$ cat config.mk
export PLATFORM = sky130hd
export DESIGN_NAME = pc_ir_unit
export DESIGN_NICKNAME = d
export VERILOG_FILES = /design/src/rtl/pc_ir_unit.sv
export SDC_FILE = /design/constraint.sdc
export NUM_CORES = 1
export LEC_CHECK = 0
export ABC_AREA = 0
export CAP_MARGIN = 10
export CORE_UTILIZATION = 52
export DETAILED_ROUTE_END_ITERATION = 8
export PLACE_DENSITY = 0.86
export SLEW_MARGIN = 30
export SYNTH_ARGS = -nofsm -noshare
export SYNTH_HDL_FRONTEND = slang
export SYNTH_SLANG_ARGS = --single-unit
export TNS_END_PERCENT = 20
$ cat constraint.sdc
create_clock -name clk -period 6.5 [get_ports clk]
set_input_delay 0.65 -clock clk [delete_from_list [all_inputs] [get_ports clk]]
set_output_delay 0.65 -clock clk [all_outputs]
set_load 0.02 [all_outputs]
$ cat src/rtl/pc_ir_unit.sv
// pc_ir_unit: program counter and instruction register for the fetch side of
// mycpu. It sits beside the control unit `cu`. It drives the instruction
// memory address, latches fetched instructions into IR and advances PC as
// `cu` commands.
//
// Ports:
//   clk            system clock, rising edge
//   rst            synchronous active-high reset
//   il_in          instruction load request (cu.il_out)
//   ps_in          PC select: 00 hold, 01 inc, 10 branch, 11 jump (cu.ps_out)
//   ra_in          jump target (register A)
//   imem_rdata_in  instruction memory read data
//   imem_ready_in  read data valid for the current imem_addr_out
//   imem_addr_out  fetch address, always equal to PC
//   imem_req_out   fetch request, high while a load is pending
//   ins_out        IR contents (cu.ins_in)
//   pc_out         current PC
//   stall_out      high while waiting on memory
module pc_ir_unit #(
  parameter int                 ADDR_W   = 16,
  parameter int                 INS_W    = 16,
  parameter logic [ADDR_W-1:0]  RESET_PC = '0,
  parameter logic [INS_W-1:0]   NOP_INS  = 16'h0000
) (
  input  logic              clk,
  input  logic              rst,
  input  logic              il_in,
  input  logic [1:0]        ps_in,
  input  logic [ADDR_W-1:0] ra_in,
  input  logic [INS_W-1:0]  imem_rdata_in,
  input  logic              imem_ready_in,
  output logic [ADDR_W-1:0] imem_addr_out,
  output logic              imem_req_out,
  output logic [INS_W-1:0]  ins_out,
  output logic [ADDR_W-1:0] pc_out,
  output logic              stall_out
);

  typedef enum logic {IDLE, WAIT} state_t;

  state_t            state;
  logic [ADDR_W-1:0] pc;
  logic [INS_W-1:0]  ir;
  logic [1:0]        pend_ps;
  logic [ADDR_W-1:0] pend_ra;

  logic [1:0]        sel_ps;
  logic [ADDR_W-1:0] sel_ra;
  logic [ADDR_W-1:0] br_off;
  logic [ADDR_W-1:0] pc_nxt;

  // In WAIT the command captured when the stall began is used, so cu can
  // change its outputs freely while frozen.
  assign sel_ps = (state == WAIT) ? pend_ps : ps_in;
  assign sel_ra = (state == WAIT) ? pend_ra : ra_in;

  // Branch offset is taken from the instruction executing now (the current
  // IR), never from the word arriving at this edge.
  assign br_off = {{(ADDR_W-6){ir[8]}}, ir[8:6], ir[2:0]};

  always_comb begin
    pc_nxt = pc;
    case (sel_ps)
      2'b00: pc_nxt = pc;
      2'b01: pc_nxt = pc + 1'b1;
      2'b10: pc_nxt = pc + br_off;
      2'b11: pc_nxt = sel_ra;
      default: pc_nxt = pc;
    endcase
  end

  always_ff @(posedge clk) begin
    if (rst) begin
      state   <= IDLE;
      pc      <= RESET_PC;
      ir      <= NOP_INS;
      pend_ps <= 2'b00;
      pend_ra <= '0;
    end else begin
      case (state)
        IDLE: begin
          if (il_in && !imem_ready_in) begin
            // Slow memory: freeze PC/IR and remember what cu asked for.
            state   <= WAIT;
            pend_ps <= ps_in;
            pend_ra <= ra_in;
          end else begin
            pc <= pc_nxt;
            if (il_in) ir <= imem_rdata_in;
          end
        end
        WAIT: begin
          if (imem_ready_in) begin
            ir    <= imem_rdata_in;
            pc    <= pc_nxt;
            state <= IDLE;
          end
        end
        default: state <= IDLE;
      endcase
    end
  end

  assign stall_out     = (state == WAIT);
  assign imem_req_out  = (state == WAIT) | il_in;
  assign imem_addr_out = pc;
  assign pc_out        = pc;
  assign ins_out       = ir;

endmodule

==> qor.csv <==
stage,metric,value,unit
outcome,outcome,completed,
sta,min_period,3.85,ns
sta,finalHoldViolations,0,
global_routing,grt.total_usage,26.8,%
drt,drc,0,
min_path,holdCritPathClass,flop to flop,
pwr,max-vdd-ir-drop,0.128,mV
finish,layout-drive-gt1-share,5.71,%
pwr,powerDensity,191,nW/µm²
sta,tightest_slew,0.730,ns
logic_synthesis,yosysMostFrequentCell,nand2_1,
drt,via_per_inst,5.87,
flow_run,maxCapViolCount,0,
drt,wl_per_cell,15.6,µm
clock_tree,cts_sinks,51,
sta,setup_slack,2.65,ns
logic_synthesis,syn_avg_cell_area,7.74,µm²
worst_setup_path,required,6.70,ns
worst_setup_path,worstSetupPathType,primary input to flop,
floorplanning,start_util,55.6,%
logic_synthesis,synth-edff-count,0,
finish,syn_to_final_growth,25.6,%
logic_synthesis,syn_inst,405,
floorplanning,die_area,6340,µm²
clock_tree,cts_tree,done,
clock_tree,clk_pin_slew,0.10,ns
floorplanning,die_x,79.6,µm
logic_synthesis,yosysWarnings,0,
clock_tree,clockRootBuffer,clkbuf_8,
logic_synthesis,yosys.cell_types.count,60,
sta,relSlewSlack,50.9,%
drt,drt_iter0_markers,229,
global_routing,grt_pass1_wl,13500,µm
floorplanning,rows,27,
worst_setup_path,worst_setup_path_end_kind,flop,
min_path,hold_depth,2,
place,port_buffers,87,
floorplanning,core_area,5640,µm²
clock_tree,insertion_delay,0.31,ns
pwr,fin_total_pwr,751,µW
logic_synthesis,async_flop_share,0,%
logic_synthesis,syn_nets,449,
logic_synthesis,synth-main-ff-cell,dfxtp_1,
worst_setup_path,crit_fanout,6,
place,place_ws,2.34,ns
clock_tree,postCtsSetupBuffers,0,
logic_synthesis,synth_commonest_cells,"nand2_1, a21oi_1, dfxtp_1",
sta,skew,0.00755,ns
floorplanning,fp.dieH,79.6,µm
worst_setup_path,arrival,4.05,ns
finish,n_fill_cell,462,
logic_synthesis,synth_top_area_cell,dfxtp_1,
place,dp_hpwl,5780,µm
logic_synthesis,ys_seq_elements,51,
sta,setup_viol,0,
sta,rsz0062_at_grt,no,
global_routing,antenna_found_initial,0,
logic_synthesis,synth_area_leaders,"dfxtp_1, nand2_1, a21oi_1",
clock_tree,cts_buffers,5,
clock_tree,clk_path_buf_depth,2,
logic_synthesis,synth_area,3130,µm²
finish,antennaDiodeCount,0,
sta,fmax,0.260,GHz
global_routing,grt_pass1_vias,2917,
finish,multiInputGateArea,1840,µm²
clock_tree,ctsResizeCount,0,
clock_tree,hold_buffers,0,
logic_synthesis,yosys.area.top_type_share,32.6,%
drt,drtPass1Iterations,6,
sta,slew_viol_final,0,
global_routing,grt_overflow,0,
drt,vias,3092,
drt,wl,8200,µm
clock_tree,htree_levels,2,
drt,ant_nets,0,
worst_setup_path,r2r_cells,12,
finish,nNetsFinal,498,
floorplanning,io_pins,88,
sta,fin_crit_sh,59.2,%
place,gp_congestion,0.925,
pwr,p_leak,1.41,nW
finish,regArea,1020,µm²
global_routing,grt_max_degree,57,
sta,tns,0,ns
logic_synthesis,yosysSeqAreaShare,32.6,%
worst_setup_path,worst_setup_path_start_kind,primary input,
-- critical path: stages --
cell and delay (ns):
clkdlybuf4s50_1 0.46, nand2b_1 0.17, o21ai_1 0.37, nand2b_1 0.11, ha_1 0.24, fa_1 0.44, a211o_1 0.35, a21o_1 0.23
or4_1 0.52, o21ai_1 0.12, nor4b_1 0.07, a311o_1 0.34
-- final timing paths --
path	startpoint	endpoint	slack (ns)
hold reg to reg	ins_out[12]$_SDFFE_PP0P_	ins_out[12]$_SDFFE_PP0P_	0.46
setup reg to reg	stall_out$_SDFF_PP0_	imem_addr_out[12]$_SDFFE_PP0P_	2.92
hold / removal	ins_out[12]$_SDFFE_PP0P_	ins_out[12]$_SDFFE_PP0P_	0.46
setup / recovery	ps_in[0]	imem_addr_out[12]$_SDFFE_PP0P_	2.65
-- report_power, final --
| group | internal [mW] | total [mW] | switching, mW |
|---|---|---|---|
| clock | 0.0873 | 0.199 | 0.112 |
| combinational | 0.0939 | 0.197 | 0.104 |
| sequential | 0.331 | 0.354 | 0.0237 |
-- flip-flops by register name (all words and copies together) (netlist names) --
signal         cells
pend_ra           16
imem_addr_out     16
stall_out          1
pend_ps            2
ins_out           16
-- through the flow --
step,utilization (%),std cells,hold slack (ns),area (µm²)
after detailed placement,68.0,519,0.446,3840
final,69.8,527,0.458,3940
after global routing,69.8,527,0.485,3940
after global placement,67.8,519,0.439,3830
after CTS,69.7,527,0.460,3940
after floorplan,-,405,0.433,3130
-- layer usage --
layer	global-route usage [%]	up-vias	routed length, µm
li1	-	1519	-
met1	36.9	1393	3510
met2	41.2	162	3870
met4	9.82	0	161
met5	0	-	0
met3	5.37	18	650
-- placed cells by master (no fill, tap or decap), types with 3 or more instances in the layout --
master / instances
a211oi_1: 6
a21o_1: 4
a21oi_1: 53
a22oi_1: 3
and2_1: 7
buf_4: 3
clkbuf_8: 6
clkdlybuf4s50_1: 86
dfxtp_1: 51
ha_1: 5
mux2i_1: 19
nand2_1: 88
nand2b_1: 5
nand3_1: 12
nand4_1: 4
nor2_1: 10
nor3_1: 11
nor4_1: 6
o211ai_1: 4
o21ai_0: 5
o21ai_1: 6
o31ai_1: 3
or2_1: 3
or4_1: 5
xnor2_1: 4
-- cell families after synthesis --
logic type      after synthesis  synth area share, %
compound gates              101                 19.9
xor+xnor                      5                 1.40
fa+ha+maj                     6                 2.63
buf+inv                      49                 9.34
flops                        51                 32.6
mux                          23                 7.58
simple gates                170                 26.5
-- layout make-up --
cell class / instances / area share (%)
clock buffers: 6 / 2.10
clock inverters: 2 / 0.350
inverters: 2 / 0.191
multi-input cells: 305 / 46.7
flip-flops and latches: 51 / 25.9
well taps: 72 / 2.29
repair buffers: 89 / 22.4
(Power assumes the default switching activity.)
